[config.mk]
export PLATFORM = sky130hd
export DESIGN_NAME = jtopl_eg_slot_flat
export DESIGN_NICKNAME = d
export VERILOG_FILES = /design/src/rtl/jtopl_eg_slot_pkg.sv /design/src/rtl/jtopl_eg_slot_if.sv /design/src/rtl/jtopl_eg_att_upd.sv /design/src/rtl/jtopl_eg_slot.sv /design/src/flat_wrapper.sv
export SDC_FILE = /design/constraint.sdc
export NUM_CORES = 1
export LEC_CHECK = 0
export ABC_CLOCK_PERIOD_IN_PS = 6400
export BUFFER_PORTS_ARGS = -buffer_cell sky130_fd_sc_hd__buf_2
export CAP_MARGIN = 25
export CORE_ASPECT_RATIO = 1.2
export CORE_MARGIN = 2
export CORE_UTILIZATION = 45
export DETAILED_ROUTE_END_ITERATION = 10
export GPL_ROUTABILITY_DRIVEN = 0
export PLACE_DENSITY_LB_ADDON = 0.2
export SLEW_MARGIN = 25
export SYNTH_ARGS = -nofsm -noshare
export SYNTH_HDL_FRONTEND = slang
export SYNTH_SLANG_ARGS = --single-unit
[constraint.sdc]
create_clock -name clk -period 6.4 [get_ports clk]
set_input_delay 1.92 -clock clk [delete_from_list [all_inputs] [get_ports clk]]
set_output_delay 1.92 -clock clk [all_outputs]
set_load 0.005 [all_outputs]
[src/rtl/jtopl_eg_slot_pkg.sv]
`timescale 1ns/1ps
// ---------------------------------------------------------------------------
// jtopl_eg_slot_pkg
// Shared definitions for the OPL2 envelope-generator state stage:
//   - ADSR state encoding (ATTACK=0, DECAY=1, SUSTAIN=2, RELEASE=3)
//   - default operator count, attenuation and EG counter widths
//   - the full-silence attenuation constant
//   - small helpers for the sustain-level threshold and decay step size
// ---------------------------------------------------------------------------
package jtopl_eg_slot_pkg;

    typedef enum logic [1:0] {
        EG_ATTACK  = 2'd0,
        EG_DECAY   = 2'd1,
        EG_SUSTAIN = 2'd2,
        EG_RELEASE = 2'd3
    } eg_state_t;

    localparam int SLOTS_DEF = 18;
    localparam int ATT_W     = 9;
    localparam int CNT_W     = 15;

    localparam logic [ATT_W-1:0] ATT_SILENT = 9'h1FF;

    // Sustain level 15 means "almost silent": compare against the top of the
    // attenuation range instead of 15<<4.
    function automatic logic [4:0] sl_expand(input logic [3:0] sl);
        logic [4:0] slx;
        if (sl == 4'd15) begin
            slx = 5'h1F;
        end else begin
            slx = {1'b0, sl};
        end
        return slx;
    endfunction

    // Attenuation increment for the non-attack phases, keyed on rate[5:2].
    // Rates below 13 move one unit per step; the top three double each time.
    function automatic logic [3:0] decay_inc(input logic [3:0] rate_hi);
        logic [3:0] inc;
        case (rate_hi)
            4'd13:   inc = 4'd2;
            4'd14:   inc = 4'd4;
            4'd15:   inc = 4'd8;
            default: inc = 4'd1;
        endcase
        return inc;
    endfunction

endpackage

[src/rtl/jtopl_eg_slot_if.sv]
`timescale 1ns/1ps
// ---------------------------------------------------------------------------
// jtopl_eg_slot_if
// Bus between the EG state stage and the EG rate-step stage.
//   master (EG state stage) drives : eg_cnt, base_rate, attack, cnt_in
//   slave  (rate-step stage) drives : step, rate, sum_up, cnt_lsb
// The step stage answers combinationally within the same cycle.
// ---------------------------------------------------------------------------
interface jtopl_eg_slot_if;
    import jtopl_eg_slot_pkg::*;

    logic [CNT_W-1:0] eg_cnt;     // global envelope counter
    logic [4:0]       base_rate;  // selected rate, 0 or {r,0}
    logic             attack;     // serviced slot is in ATTACK
    logic             cnt_in;     // stored counter LSB of serviced slot
    logic             step;       // step stage: this visit may step
    logic [5:0]       rate;       // step stage: effective rate
    logic             sum_up;     // step stage: EG bit toggled since last visit
    logic             cnt_lsb;    // step stage: LSB to store for this slot

    modport master (
        output eg_cnt, base_rate, attack, cnt_in,
        input  step, rate, sum_up, cnt_lsb
    );

    modport slave (
        input  eg_cnt, base_rate, attack, cnt_in,
        output step, rate, sum_up, cnt_lsb
    );

endinterface

[src/rtl/jtopl_eg_att_upd.sv]
`timescale 1ns/1ps
// ---------------------------------------------------------------------------
// jtopl_eg_att_upd
// Purely combinational read-modify-write core for one operator slot:
// computes the next ADSR state and next attenuation.
//   state, att     : stored state/attenuation of the serviced slot
//   rate_hi        : rate[5:2] from the step stage
//   step, sum_up   : step-stage qualifiers; attenuation moves only when both set
//   keyon, kon_edge: current key-on and its rising edge versus the stored value
//   sl             : sustain level
//   state_next, att_next : values to write back
// ---------------------------------------------------------------------------
module jtopl_eg_att_upd
    import jtopl_eg_slot_pkg::*;
(
    input  eg_state_t        state,
    input  logic [ATT_W-1:0] att,
    input  logic [3:0]       rate_hi,
    input  logic             step,
    input  logic             sum_up,
    input  logic             keyon,
    input  logic             kon_edge,
    input  logic [3:0]       sl,
    output eg_state_t        state_next,
    output logic [ATT_W-1:0] att_next
);

    logic             stepped_s;
    logic             rate_max_s;
    logic [ATT_W:0]   att_dec_s;
    logic [ATT_W:0]   att_inc_s;

    assign stepped_s  = step & sum_up;
    assign rate_max_s = (rate_hi == 4'd15);

    // Candidate attenuations for both directions, one bit wider to expose
    // underflow/overflow.
    always_comb begin
        att_dec_s = {1'b0, att} - {4'd0, att[ATT_W-1:3]} - 10'd1;
        att_inc_s = {1'b0, att} + {6'd0, decay_inc(rate_hi)};
    end

    // Next attenuation: a key-on edge only resets the level at the maximum
    // rate; otherwise attack shrinks exponentially and the other phases
    // grow linearly with saturation at silence.
    always_comb begin
        att_next = att;
        if (kon_edge) begin
            if (rate_max_s) begin
                att_next = 9'd0;
            end else begin
                att_next = att;
            end
        end else if (state == EG_ATTACK) begin
            if (rate_max_s) begin
                att_next = 9'd0;
            end else if (stepped_s) begin
                // att - (att>>3) - 1 only underflows when att is already 0
                if (att == 9'd0) begin
                    att_next = 9'd0;
                end else begin
                    att_next = att_dec_s[ATT_W-1:0];
                end
            end else begin
                att_next = att;
            end
        end else if (stepped_s) begin
            if (att_inc_s[ATT_W]) begin
                att_next = ATT_SILENT;
            end else begin
                att_next = att_inc_s[ATT_W-1:0];
            end
        end else begin
            att_next = att;
        end
    end

    // Next ADSR state: key-on edge wins over everything, key-off forces
    // release, then the level-driven attack->decay->sustain progression
    // evaluated on the stored attenuation.
    always_comb begin
        state_next = state;
        if (kon_edge) begin
            state_next = EG_ATTACK;
        end else if (!keyon && (state != EG_RELEASE)) begin
            state_next = EG_RELEASE;
        end else begin
            case (state)
                EG_ATTACK: begin
                    if (att == 9'd0) begin
                        state_next = EG_DECAY;
                    end else begin
                        state_next = EG_ATTACK;
                    end
                end
                EG_DECAY: begin
                    if (att[ATT_W-1:4] >= sl_expand(sl)) begin
                        state_next = EG_SUSTAIN;
                    end else begin
                        state_next = EG_DECAY;
                    end
                end
                default: state_next = state;
            endcase
        end
    end

endmodule

[src/rtl/jtopl_eg_slot.sv]
`timescale 1ns/1ps
// ---------------------------------------------------------------------------
// jtopl_eg_slot
// Time-multiplexed envelope-generator state stage for the OPL2 core.
// Services one operator slot per cen cycle in round-robin order, owns the
// global 15-bit EG counter and the per-slot ADSR state / attenuation.
//   clk, rst        : clock, synchronous active-high reset (priority over cen)
//   cen             : clock enable; all state advances only when high
//   keyon, ar, dr, sl, rr, eg_type : operator parameters of the current slot
//   slot            : index of the slot serviced this cycle
//   sbus (master)   : rate-step stage bus (eg_cnt/base_rate/attack/cnt_in out,
//                     step/rate/sum_up/cnt_lsb in, same-cycle response)
//   eg_att, eg_slot : attenuation written back for the slot serviced in the
//                     previous cen cycle, and that slot's index
// ---------------------------------------------------------------------------
module jtopl_eg_slot
    import jtopl_eg_slot_pkg::*;
#(
    parameter int SLOTS = SLOTS_DEF
) (
    input  logic             clk,
    input  logic             rst,
    input  logic             cen,
    input  logic             keyon,
    input  logic [3:0]       ar,
    input  logic [3:0]       dr,
    input  logic [3:0]       sl,
    input  logic [3:0]       rr,
    input  logic             eg_type,
    output logic [4:0]       slot,
    jtopl_eg_slot_if.master  sbus,
    output logic [ATT_W-1:0] eg_att,
    output logic [4:0]       eg_slot
);

    localparam logic [4:0] LAST_SLOT = 5'(SLOTS - 1);

    // Slot memory
    eg_state_t        state_mem_r [0:SLOTS-1];
    logic [ATT_W-1:0] att_mem_r   [0:SLOTS-1];
    logic [SLOTS-1:0] kon_mem_r;
    logic [SLOTS-1:0] lsb_mem_r;

    logic [4:0]       slot_r;
    logic [CNT_W-1:0] eg_cnt_r;
    logic [ATT_W-1:0] eg_att_r;
    logic [4:0]       eg_slot_r;

    eg_state_t        cur_state_s;
    logic [ATT_W-1:0] cur_att_s;
    logic             cur_kon_s;
    logic             cur_lsb_s;
    logic             kon_edge_s;
    logic [3:0]       rate_sel_s;
    eg_state_t        state_next_s;
    logic [ATT_W-1:0] att_next_s;
    logic             rate_lo_unused_s;

    // Fetch the serviced slot's stored context
    always_comb begin
        cur_state_s = state_mem_r[slot_r];
        cur_att_s   = att_mem_r[slot_r];
        cur_kon_s   = kon_mem_r[slot_r];
        cur_lsb_s   = lsb_mem_r[slot_r];
    end

    assign kon_edge_s = keyon & ~cur_kon_s;

    // Phase-dependent rate; a held sustain (eg_type=1) never steps
    always_comb begin
        rate_sel_s = 4'd0;
        case (cur_state_s)
            EG_ATTACK:  rate_sel_s = ar;
            EG_DECAY:   rate_sel_s = dr;
            EG_SUSTAIN: rate_sel_s = eg_type ? 4'd0 : rr;
            EG_RELEASE: rate_sel_s = rr;
            default:    rate_sel_s = rr;
        endcase
    end

    assign sbus.base_rate = (rate_sel_s == 4'd0) ? 5'd0 : {rate_sel_s, 1'b0};
    assign sbus.attack    = (cur_state_s == EG_ATTACK);
    assign sbus.cnt_in    = cur_lsb_s;
    assign sbus.eg_cnt    = eg_cnt_r;

    // The two fractional rate bits are consumed inside the step stage only
    assign rate_lo_unused_s = ^sbus.rate[1:0];

    jtopl_eg_att_upd u_att_upd (
        .state      (cur_state_s),
        .att        (cur_att_s),
        .rate_hi    (sbus.rate[5:2]),
        .step       (sbus.step),
        .sum_up     (sbus.sum_up),
        .keyon      (keyon),
        .kon_edge   (kon_edge_s),
        .sl         (sl),
        .state_next (state_next_s),
        .att_next   (att_next_s)
    );

    // Round-robin slot pointer; the EG counter ticks once per full round
    always_ff @(posedge clk) begin
        if (rst) begin
            slot_r   <= 5'd0;
            eg_cnt_r <= 15'd0;
        end else if (cen) begin
            if (slot_r == LAST_SLOT) begin
                slot_r   <= 5'd0;
                eg_cnt_r <= eg_cnt_r + 15'd1;
            end else begin
                slot_r   <= slot_r + 5'd1;
            end
        end
    end

    // Write back the serviced slot's context
    always_ff @(posedge clk) begin
        if (rst) begin
            for (int i = 0; i < SLOTS; i++) begin
                state_mem_r[i] <= EG_RELEASE;
                att_mem_r[i]   <= ATT_SILENT;
            end
            kon_mem_r <= {SLOTS{1'b0}};
            lsb_mem_r <= {SLOTS{1'b0}};
        end else if (cen) begin
            state_mem_r[slot_r] <= state_next_s;
            att_mem_r[slot_r]   <= att_next_s;
            kon_mem_r[slot_r]   <= keyon;
            lsb_mem_r[slot_r]   <= sbus.cnt_lsb;
        end
    end

    // Registered attenuation output towards the operator level stage
    always_ff @(posedge clk) begin
        if (rst) begin
            eg_att_r  <= ATT_SILENT;
            eg_slot_r <= 5'd0;
        end else if (cen) begin
            eg_att_r  <= att_next_s;
            eg_slot_r <= slot_r;
        end
    end

    assign slot    = slot_r;
    assign eg_att  = eg_att_r;
    assign eg_slot = eg_slot_r;

endmodule

[src/flat_wrapper.sv]
// flat-port wrapper written by rule: the top's interface ports become plain ports
module jtopl_eg_slot_flat import jtopl_eg_slot_pkg::*;
#(
    parameter int SLOTS = SLOTS_DEF
)
  (clk, rst, cen, keyon, ar, dr, sl, rr, eg_type, slot, eg_att, eg_slot, sbus_eg_cnt, sbus_base_rate, sbus_attack, sbus_cnt_in, sbus_step, sbus_rate, sbus_sum_up, sbus_cnt_lsb);
  jtopl_eg_slot_if sbus_i ();
  input  logic clk;
  input  logic rst;
  input  logic cen;
  input  logic keyon;
  input  logic [3:0] ar;
  input  logic [3:0] dr;
  input  logic [3:0] sl;
  input  logic [3:0] rr;
  input  logic eg_type;
  output logic [4:0] slot;
  output logic [ATT_W-1:0] eg_att;
  output logic [4:0] eg_slot;
  output wire logic [$bits(sbus_i.eg_cnt)-1:0] sbus_eg_cnt;
  output wire logic [$bits(sbus_i.base_rate)-1:0] sbus_base_rate;
  output wire logic [$bits(sbus_i.attack)-1:0] sbus_attack;
  output wire logic [$bits(sbus_i.cnt_in)-1:0] sbus_cnt_in;
  input wire logic [$bits(sbus_i.step)-1:0] sbus_step;
  input wire logic [$bits(sbus_i.rate)-1:0] sbus_rate;
  input wire logic [$bits(sbus_i.sum_up)-1:0] sbus_sum_up;
  input wire logic [$bits(sbus_i.cnt_lsb)-1:0] sbus_cnt_lsb;
  assign sbus_eg_cnt = sbus_i.eg_cnt;
  assign sbus_base_rate = sbus_i.base_rate;
  assign sbus_attack = sbus_i.attack;
  assign sbus_cnt_in = sbus_i.cnt_in;
  assign sbus_i.step = sbus_step;
  assign sbus_i.rate = sbus_rate;
  assign sbus_i.sum_up = sbus_sum_up;
  assign sbus_i.cnt_lsb = sbus_cnt_lsb;
  jtopl_eg_slot #(.SLOTS(SLOTS)) u_core (.clk(clk), .rst(rst), .cen(cen), .keyon(keyon), .ar(ar), .dr(dr), .sl(sl), .rr(rr), .eg_type(eg_type), .slot(slot), .sbus(sbus_i), .eg_att(eg_att), .eg_slot(eg_slot));
endmodule
==> summary.md <==
| Metric | Value |
|---|---|
| Clock sink total | 427 |
| Clk network pwr share | 0.417 |
| EDFF count, synth | 352 |
| Post-layout minimum cycle time | 5620 ps |
| Worst-Skew Late Latency | 550 ps |
| Drt first pass iters | 6 |
| Synth Register Bits | 427 |
| Sw Ratio | 0.225 |
| RSZ-0062 raised after global routing | no |
| Worst Setup Slack, final | 778 ps |
| Filler cells | 3,628 |
| DRT iter0 DRCs | 1,093 |
| Netlist cell types | 73 |
| Via-per-instance ratio | 5.94 |
| Die X | 193 um |
| # IOs | 71 |
| Main synth FF type | edfxtp_1 |
| Reg2Reg Setup Slack | 800 ps |
| Lkg Pwr | 6.30 nW |
| Part of the cycle the worst path needs | 0.878 |
| Finished Cell Area | 21,900 um2 |
| Final ANT Viol Nets | 0 |
| Wire per inst | 24.9 um |
| Final setup vio count | 0 |
| Switch Pwr | 1.31 mW |
| # rows | 83 |
| Total GRT Usage | 0.234 |
| Routed WL | 52,100 um |
| Yosys Warn Count | 0 |
| Post-CTS Setup Bufs | 0 |
| Fmax | 178 MHz |
| Overall Power | 5.82 mW |
| First-pass GRT wire length | 78,500 um |
| CP arrival | 3700 ps |
| Share of cells above drive strength 1 | 0.233 |
| Slew headroom | 0.335 |
| Clock slew at reported path FFs | 60 ps |
| Placed insts | 2,015 |
| Nets | 1,561 |
| Critical Path Sink Type | output pin |
| Most frequent cells in the layout | edfxtp_1, nand2_1, nand3_1 |
| Max-Cap Viols | 0 |
| Syn Std Cell Area | 19,400 um2 |
| Post-DP Area | 20,500 um2 |
| Cell-internal power | 4.51 mW |
| Worst hold slack | 472 ps |
| Vias in the first global route | 12,400 |
| Die Ht | 231 um |
| Avg Inst Size Synth | 13.5 um2 |
| Worst hold path type | flop to flop |
| Initial Util | 0.454 |
| Hold Path Stages | 2 |
| Largest net degree at the start of global routing | 50 |
| Final worst clock skew | 19.0 ps |
| Async set-reset flop share out of synthesis | 0 |
| # diodes | 0 |
| Critical path type | flop to output pin |
| Power density over the cells | 266 nW/um2 |
| Post-synthesis sequential area ratio | 0.623 |
| Buffers on Ports | 67 |
| Worst-Margin Slew | 997 ps |
| Final Max Tran Viols | 0 |
| Commonest non-fill, non-tap cell in the layout | edfxtp_1 |
| TritonCTS Buffers | 43 |
| Total grt overflow | 0 |
| Synth Instances | 1,437 |
| Max IR drop VDD | 223 uV |
| Outcome | finished, final reports clean |
| DP HPWL | 34,800 um |
| CORE AREA | 42,700 um2 |
| Max clock buf depth | 3 |
| FF-to-FF path depth | 15 |
| Htree depth | 2 |
| Post-cts resize count | 0 |
| Die ar. | 44,700 um2 |
| Initial antenna violation count | 0 |
| Hold Fails Final Rpt | 0 |
| Final TNS setup | 0 ps |
| Residual DRC count | 0 |
| Root buffer cell | clkbuf_16 |
| Vias | 12,400 |
| Net Count, Synth | 1,490 |
| Final Util | 0.513 |
| Combinational share of power | 0.062 |
| CTS tree | yes |
| Startpoint Class | flop |
| Pre-CTS setup slack | 828 ps |
| Part of the power in registers | 0.521 |
| Crit path max fanout | 25 |
| Area delta synth->final | 13.0% |
| Critical Path RT | 4480 ps |
| Post-Layout Cell Count | 2,093 |
| Cts hold-fix bufs | 0 |
## final timing paths
check | from | end
worst min-delay path | u_core.eg_att[8]$_SDFFE_PP1P_ | u_core.eg_att[8]$_SDFFE_PP1P_
worst max-delay path | flop | sbus_attack
worst max register to register | flop | u_core.att_mem_r[10][8]$_SDFFCE_PN1P_
worst min register to register | u_core.eg_att[8]$_SDFFE_PP1P_ | u_core.eg_att[8]$_SDFFE_PP1P_
## final cells by class
type	count	area (um2)	area share
clock buffer	55	1170	0.0536
timing repair buffer	140	933	0.0426
tap	552	691	0.0315
inverter	28	105	0.00480
clock inverter	23	170	0.00777
multi-input combinational	868	6750	0.308
sequential	427	12100	0.552
## kinds of logic after synthesis
group	share of synthesized area
and+or+nand+nor	0.115
xor gates and xnor gates	0.0113
AOI/OAI and AO/OA	0.0692
buffers and inverters	0.0313
other	0.000194
DFF	0.623
muxes	0.134
adders and majority gates	0.0156
## flip-flops by register name (all words and copies together), names as in the netlist, named ones only
signal / flops
u_core.lsb_mem_r: 18
u_core.slot: 5
u_core.att_mem_r: 288
u_core.eg_slot: 5
u_core.state_mem_r: 64
u_core.eg_att: 9
u_core.kon_mem_r: 18
u_core.sbus.eg_cnt: 15
## synthesized netlist by cell type, drive strengths merged, types with 4 or more instances
| cell type | n | area (um2) |
|---|---|---|
| nor3 | 9 | 55.1 |
| nand3 | 128 | 641 |
| mux2i | 48 | 518 |
| a31oi | 7 | 43.8 |
| mux2 | 5 | 56.3 |
| ha | 21 | 263 |
| nand2 | 140 | 528 |
| buf | 34 | 201 |
| and3 | 4 | 25.0 |
| clkbuf | 80 | 300 |
| xor2 | 15 | 131 |
| or3 | 4 | 25.0 |
| a221oi | 5 | 73.8 |
| nand4 | 14 | 93.8 |
| inv | 27 | 101 |
| xnor2 | 10 | 87.6 |
| o211ai | 22 | 175 |
| nand4b | 4 | 35.0 |
| dfxtp | 75 | 1500 |
| o22ai | 12 | 75.1 |
| a21o | 6 | 45.0 |
| nor2b | 9 | 56.3 |
| a22oi | 16 | 125 |
| edfxtp | 352 | 10600 |
| a21oi | 61 | 305 |
| or2 | 20 | 125 |
| mux4 | 90 | 2030 |
| nor2 | 104 | 390 |
| o21ai | 56 | 284 |
| and2 | 6 | 37.5 |
| a211oi | 4 | 30.0 |
| nand2b | 10 | 62.6 |
## power groups by stage
stage          logic [mW]  clock network (mW)  registers [mW]
2_1_floorplan       0.243                   0            3.07
6_report            0.358                2.43            3.03
3_5_place_dp        0.360                   0            3.09
3_3_place_gp        0.354                   0            3.09
4_1_cts             0.361                2.47            3.03
5_1_grt             0.387                2.57            3.03
## critical path, cell delays in order, from the launching register on
cell	delay, ps
dfxtp_4	750
buf_12	270
mux4_2	540
o22ai_1	500
nor4_2	140
buf_4	210
nand2b_1	140
buf_4	200
inv_1	200
buf_2	160
## layer usage
metal / up-vias / wire length [um] / GRT usage
met5: - / 0 / 0
met4: 0 / 1610 / 0.0782
met3: 83 / 2990 / 0.0298
met2: 415 / 26300 / 0.403
met1: 6337 / 21300 / 0.310
li1: 5600 / - / -
No activity file was read; power rests on OpenSTA's default activity.
